[config.mk]
export PLATFORM = sky130hd
export DESIGN_NAME = hazard3_rr_arbiter
export DESIGN_NICKNAME = d
export VERILOG_FILES = /design/src/rtl/hazard3_rr_arbiter.sv
export SDC_FILE = /design/constraint.sdc
export NUM_CORES = 1
export LEC_CHECK = 0
export ABC_CLOCK_PERIOD_IN_PS = 4200
export CORE_UTILIZATION = 53
export DETAILED_ROUTE_END_ITERATION = 7
export HOLD_SLACK_MARGIN = 0.08
export PLACE_DENSITY = 0.82
export REMOVE_ABC_BUFFERS = 1
export SYNTH_ARGS = -nofsm -noshare
export SYNTH_HDL_FRONTEND = slang
export SYNTH_SLANG_ARGS = --single-unit
[constraint.sdc]
create_clock -name clk -period 4.2 [get_ports clk]
set_clock_uncertainty 0.05 [all_clocks]
set_input_delay 0.84 -clock clk [delete_from_list [all_inputs] [get_ports clk]]
set_output_delay 0.84 -clock clk [all_outputs]
set_load 0.02 [all_outputs]
[src/rtl/hazard3_rr_arbiter.sv]
// Round-robin arbiter with one-hot grant, hold-until-ready and optional owner lock.
// Priority rotates past the last accepted winner; grant is combinational from state and req.
module hazard3_rr_arbiter #(
    parameter int W_REQ        = 4,
    parameter int HIGHEST_WINS = 0,
    parameter int ENABLE_LOCK  = 1,
    parameter int W_IDX        = $clog2(W_REQ)
) (
    input  logic             clk,
    input  logic             rst_n,
    input  logic [W_REQ-1:0] req,
    input  logic             lock,
    input  logic             gnt_ready,
    output logic [W_REQ-1:0] gnt,
    output logic [W_IDX-1:0] gnt_idx,
    output logic             gnt_valid,
    output logic             locked
);

    // Reset seeds last_gnt so the first free grant lands on the end opposite the seed.
    localparam logic [W_REQ-1:0] LAST_RESET = (HIGHEST_WINS != 0) ?
        W_REQ'(1) : {1'b1, {(W_REQ-1){1'b0}}};

    logic [W_REQ-1:0] last_gnt;
    logic [W_REQ-1:0] held_gnt;
    logic             held;
    logic             locked_q;

    logic [W_REQ-1:0] above;
    logic [W_REQ-1:0] below;
    logic [W_REQ-1:0] cand;
    logic [W_REQ-1:0] pool;
    logic [W_REQ-1:0] free_gnt;
    logic [W_REQ-1:0] gnt_int;
    int               last_idx;

    always_comb begin
        last_idx = 0;
        for (int i = 0; i < W_REQ; i++) begin
            if (last_gnt[i]) last_idx = i;
        end
    end

    // Prefer requesters past the last winner in rotation order, else wrap to the full request set.
    always_comb begin
        above = '0;
        below = '0;
        for (int i = 0; i < W_REQ; i++) begin
            above[i] = (i > last_idx);
            below[i] = (i < last_idx);
        end
        cand     = (HIGHEST_WINS != 0) ? (req & below) : (req & above);
        pool     = (|cand) ? cand : req;
        free_gnt = '0;
        if (HIGHEST_WINS != 0) begin
            for (int i = 0; i < W_REQ; i++) begin
                if (pool[i]) free_gnt = W_REQ'(1) << i;
            end
        end else begin
            for (int i = W_REQ - 1; i >= 0; i--) begin
                if (pool[i]) free_gnt = W_REQ'(1) << i;
            end
        end
    end

    always_comb begin
        if (!rst_n)        gnt_int = '0;
        else if (locked_q) gnt_int = req & last_gnt;
        else if (held)     gnt_int = req & held_gnt;
        else               gnt_int = free_gnt;
    end

    always_comb begin
        gnt_idx = '0;
        for (int i = 0; i < W_REQ; i++) begin
            if (gnt_int[i]) gnt_idx = gnt_idx | W_IDX'(i);
        end
    end

    assign gnt       = gnt_int;
    assign gnt_valid = |gnt_int;
    assign locked    = locked_q & rst_n;

    // An empty grant means the owner dropped its request, which releases both hold and lock.
    always_ff @(posedge clk) begin
        if (!rst_n) begin
            last_gnt <= LAST_RESET;
            held     <= 1'b0;
            held_gnt <= '0;
            locked_q <= 1'b0;
        end else if (gnt_valid) begin
            if (gnt_ready) begin
                last_gnt <= gnt_int;
                held     <= 1'b0;
                locked_q <= lock && (ENABLE_LOCK != 0);
            end else begin
                held     <= 1'b1;
                held_gnt <= gnt_int;
            end
        end else begin
            held     <= 1'b0;
            locked_q <= 1'b0;
        end
    end

    gnt_onehot0: assert property (@(posedge clk) disable iff (!rst_n) $onehot0(gnt_int));
    gnt_subset:  assert property (@(posedge clk) disable iff (!rst_n) (gnt_int & ~req) == '0);
    last_onehot: assert property (@(posedge clk) disable iff (!rst_n) $onehot(last_gnt));

endmodule

=== Yosys cells after proc, flatten, opt, wreduce, memory -nomap -nowiden ===
Cells that the tools add are included.

* Multiplexer cells: 15
* $lt $le $gt $ge: 4
* Reduce and logical (&&, ||, !) cells: 5
* Bitwise operators: 5

{| class="wikitable"
|+ Operator list
! cell !! count
|-
| $gt 3x32->1 const A || 2
|-
| $gt 1x32->1 const A || 1
|-
| $gt 2x32->1 const A || 1
|-
| $mux 4 || 8
|-
| $and 4x4->4 || 3
|-
| $mux 2 || 4
|-
| $reduce_or 4->1 || 2
|-
| $reduce_and 2->1 || 3
|-
| $mux 1 || 3
|-
| $and 1x1->1 || 1
|-
| $not 1->1 || 1
|}

* Register bits after elaboration: 10
* Output and inout port bits: 8
* Bits of input ports: 8
* Word-level logic and storage cells: 33

=== Logic depth before layout (Yosys ltp) ===
Gate-level depths: netlist (run 1).

* Depth in word-level cells: 17
* Mapped depth: 8
* Mapped depth without buffers: 7

=== Worst setup path before layout (run 1) ===
OpenSTA, ideal clock, no wires.

* Path type: input port to output port
* Start: in rst_n
* End: out gnt_valid
* Slack: 1.292 ns
* Arrival: 2.018 ns
* Stages on the path: 5
* Buffers on the path: 1
* Path through: clkbuf_1 > nand2_1 > a211oi_1 > a21oi_1 > nand3_1

* Cells in the longest elaborated chain, start to end: 2

{| class="wikitable"
|+ Ends and longest elaborated chain
! item !! line !! text
|-
| from (decl) || 10 || <nowiki>input logic rst_n,</nowiki>
|-
| $mux 4 || 67 || <nowiki>if (!rst_n) gnt_int = '0;</nowiki>
|-
| $reduce_or 4->1 || 81 || <nowiki>assign gnt_valid = |gnt_int;</nowiki>
|-
| to (decl) || 16 || <nowiki>output logic gnt_valid,</nowiki>
|}

No other way between the ends.

=== Worst setup path after layout (run 1) ===
* Start: in req[3]
* End: out gnt_valid

* Cells in the longest elaborated chain, start to end: 11
* Elaborated cells on any way between the ends: 13
* Classes of those cells: mux (8); bitwise (3); reduce/logical (2)

{| class="wikitable"
|+ Ends and longest elaborated chain
! item !! line !! text
|-
| from (decl) || 11 || <nowiki>input logic [W_REQ-1:0] req,</nowiki>
|-
| $and 4x4->4 || 52 || <nowiki>cand = (HIGHEST_WINS != 0) ? (req & below) : (req & above);</nowiki>
|-
| $reduce_or 4->1 || 53 || <nowiki>pool = (|cand) ? cand : req;</nowiki>
|-
| $mux 4 || 53 ||
|-
| $mux 4 (4 in a row) || 61 || <nowiki>if (pool[i]) free_gnt = W_REQ'(1) << i;</nowiki>
|-
| $mux 4 || 69 || <nowiki>else if (held) gnt_int = req & held_gnt;</nowiki>
|-
| $mux 4 * || 68 || <nowiki>else if (locked_q) gnt_int = req & last_gnt;</nowiki>
|-
| $mux 4 * || 67 ||
|-
| $reduce_or 4->1 * || 81 ||
|}

Mark *: on every way between the ends. The rest lies on a longest branch, timed or not.

==> run_results.csv, run 1 <==
group,metric,value,unit
timing,setup_viol_count_final,0,
cts,cts.sinks,10,
timing,fin_hold_ws,0.442,ns
final_layout,antenna_cells,0,
timing,fin_tns_setup,0,ns
final_layout,layoutNonFillerInstCount,126,
placed_design,pre_cts_slack,0.158,ns
global_routing,grt_usage,27.6,%
worst_setup_path,endpoint_kind,"output pin",
die,die_h,40.1,um
cts,insertion_delay,0.26,ns
die,start_util,58.3,%
placed_design,hpwl,1560,um
flow_run,max_cap_violations,0,
die,io_pins,16,
routing,drtIter0Drc,27,
global_routing,grt_pass1_wl,2900,um
logic_synthesis,synth-async-reset-ratio,0,%
die,dieWidth,40.1,um
worst_setup_path,cp_top_family,"buffers and inverters",
hold_path,hold_path_class,"flip-flop to flip-flop",
timing,rsz0062_at_grt,"no",
worst_setup_path,cp.arrival,3.19,ns
worst_setup_path,cp.required,3.31,ns
timing,relSlewSlack,67.4,%
cts,cts_setup_buffers,0,
worst_setup_path,r2r_slack,2.18,ns
power,leakage,0.385,nW
final_layout,final_cell_area,973,um^2
logic_synthesis,synth-seq-cells,10,
worst_setup_path,cpPeakStageDelay,0.62,ns
worst_setup_path,critical_path_depth,7,
worst_setup_path,critPathLaunchType,"primary input",
logic_synthesis,yosys.area.top_type,"dfxtp_1",
logic_synthesis,ys_warn_count,0,
cts,cts_tree,"yes",
die,die_area,1610,um^2
power,vdd_drop_max,0.213,mV
routing,wl_per_cell,16.0,um
worst_setup_path,path_max_fanout,6,
hold_path,hold_depth,2,
logic_synthesis,synth.area.top_cells,"dfxtp_1 (26%), a21oi_1 (5.9%), nor2b_1 (4.9%), nand2_1 (4.4%), a2111oi_2 (3.9%)",
worst_setup_path,crit_chain,"clkdlybuf4s50_1 -> nor2_2 -> a211o_1 -> a221oi_2 -> nor3_4 -> nand3_1 -> clkdlybuf4s50_1",
timing,timing.fmax,245,MHz
logic_synthesis,synth_edf_count,0,
timing,fin_crit,4.08,ns
cts,clk_pin_slew_worst_paths,0.07,ns
hold_path,min_from,"held_gnt[1]$_SDFFE_PN0P_",
cts,ctsHoldBuffers,0,
final_layout,fin_nets,120,
routing,wl,2020,um
cts,cts_resized,0,
worst_setup_path,path_buf_inv,2,
logic_synthesis,synth_seq_area_share,26.1,%
worst_setup_path,critical_path_class,"primary input to output pin",
global_routing,antenna_found_initial,0,
global_routing,grt_max_degree,14,
worst_setup_path,r2r-start,"last_gnt[2]$_SDFFE_PN0P_",
cts,h-tree-depth,1,
cts,numCtsBuffers,3,
worst_setup_path,crit_slowest_cell,"clkdlybuf4s50_1",
logic_synthesis,synth.most_common_cell,"dfxtp_1",
global_routing,grt_overflow,0,
routing,via_count,800,
die,rows,13,
timing,hold_viol,0,
logic_synthesis,synth_ff_type,"dfxtp_1",
hold_path,min_to,"held_gnt[1]$_SDFFE_PN0P_",
timing,tightest_slew,0.487,ns
final_layout,fillers,107,
placed_design,io_buffers,15,
routing,dr.pass1.iters,4,
worst_setup_path,critPathMostFrequentCell,"clkdlybuf4s50_1",
placed_design,place.gp.congestion,0.760,
final_layout,drive_gt1_share,18.9,%
logic_synthesis,syn_inst,93,
placed_design,dp.cells,122,
timing,slew_violations,0,
cts,clk_path_buf_depth,2,
logic_synthesis,synth_top_area_share,26.1,%
timing,worst_slack,0.122,ns
die,core-area,1320,um^2
worst_setup_path,r2r_cells,6,
logic_synthesis,synth_common_cells,"dfxtp_1 (10), a21oi_1 (9), nand2_1 (9)",
routing,antenna_left,0,
routing,via_per_inst,6.35,
routing,drc,0,
placed_design,placed_area,937,um^2
logic_synthesis,synth.distinct_cells,40,
cts,cts-root-buf,"clkbuf_4",
logic_synthesis,mappedNetlistArea,768,um^2
final_layout,area_growth,26.7,%
worst_setup_path,reg2reg_to,"last_gnt[0]$_SDFFE_PN0P_",
logic_synthesis,avgSynthCellArea,8.26,um^2
timing,period_share,97.1,%
global_routing,grt_pass1_vias,639,
power,powerDensity,292,nW/um^2
outcome,status,"complete, no violations",
## through the flow
step / util, % / total power [mW]
2_1_floorplan: - / 0.162
3_3_place_gp: 71.1 / 0.196
3_5_place_dp: 71.1 / 0.199
4_1_cts: 73.9 / 0.286
5_1_grt: 73.9 / 0.297
6_report: 73.9 / 0.285
## final cells by class
cell class | count | area [um^2] | area share (%)
multi-input combinational | 72 | 513 | 52.7
sequential | 10 | 200 | 20.6
timing repair buffer | 19 | 180 | 18.5
tap | 15 | 18.8 | 1.93
inverter | 6 | 25.0 | 2.57
clock buffer | 4 | 36.3 | 3.73
## cell usage in the layout, fill, tap and decap left out, types with 2 or more instances in the layout
master and instances:
buf_4 4, nand2b_1 3, nor2b_1 6, clkdlybuf4s50_1 15, or2_2 2, a2111oi_2 2, a211o_1 2, a211oi_1 2
a21oi_1 9, nor2_1 4, nand4_1 2, nand3_1 3, inv_1 5, o21ai_0 5, nand2_1 9, dfxtp_1 10
clkbuf_4 3, a311oi_1 2
## worst max-delay path by stage
stage | to | slack, ns | startpoint
after floorplan | gnt_valid | 1.36 | req[2]
final | gnt_valid | 0.12 | req[3]
after detailed placement | gnt_valid | 0.16 | req[3]
after global placement | gnt_valid | 0.23 | req[3]
after CTS | gnt_valid | 0.15 | req[3]
after global routing | gnt_valid | 0.05 | req[3]
## worst reg2reg max path, delay by kind of cell, from the launching register on
kind	cells	cell delay [ns]
AO/OA/AOI/OAI	4	1.12
flip-flops	1	0.53
AND/OR/NAND/NOR	2	0.23
## registers in the layout, indices dropped and copies added (netlist names)
signal	flops
locked_q	1
last_gnt	4
held	1
held_gnt	4
## per-layer routing
metal	vias up	part of all wire (%)	global-route usage (%)
li1	387	-	-
met1	385	46	35.0
met2	26	50	47.2
met3	2	3.9	1.67
met4	0	0.69	12.9
met5	-	0	0
## logic make-up after synthesis
group / count (synthesis) / synth area share, %
and+or+nand+nor: 36 / 27.4
buffers and inverters: 11 / 7.17
DFF: 10 / 26.1
muxes: 1 / 1.47
AOI/OAI and AO/OA: 35 / 37.9
## power by group
part | total (mW) | switching, mW | internal (mW) | leakage [nW]
Combinational | 0.0870 | 0.0453 | 0.0418 | 0.283
Sequential | 0.111 | 0.0100 | 0.101 | 0.0815
Clock | 0.0867 | 0.0341 | 0.0526 | 0.0210
Total | 0.285 | 0.0894 | 0.195 | 0.385
Note: power is estimated with default switching activity, not from simulation.
==> run 2: changes to the inputs <==
--- a/config.mk
+++ b/config.mk
@@ -8,6 +8,7 @@
 export ABC_CLOCK_PERIOD_IN_PS = 4200
 export CORE_UTILIZATION = 53
 export DETAILED_ROUTE_END_ITERATION = 7
+export GPL_ROUTABILITY_DRIVEN = 0
 export HOLD_SLACK_MARGIN = 0.08
 export PLACE_DENSITY = 0.82
 export REMOVE_ABC_BUFFERS = 1
==> results of run 2 <==
The final DEF is identical to that of run 1; final timing and power are the same.
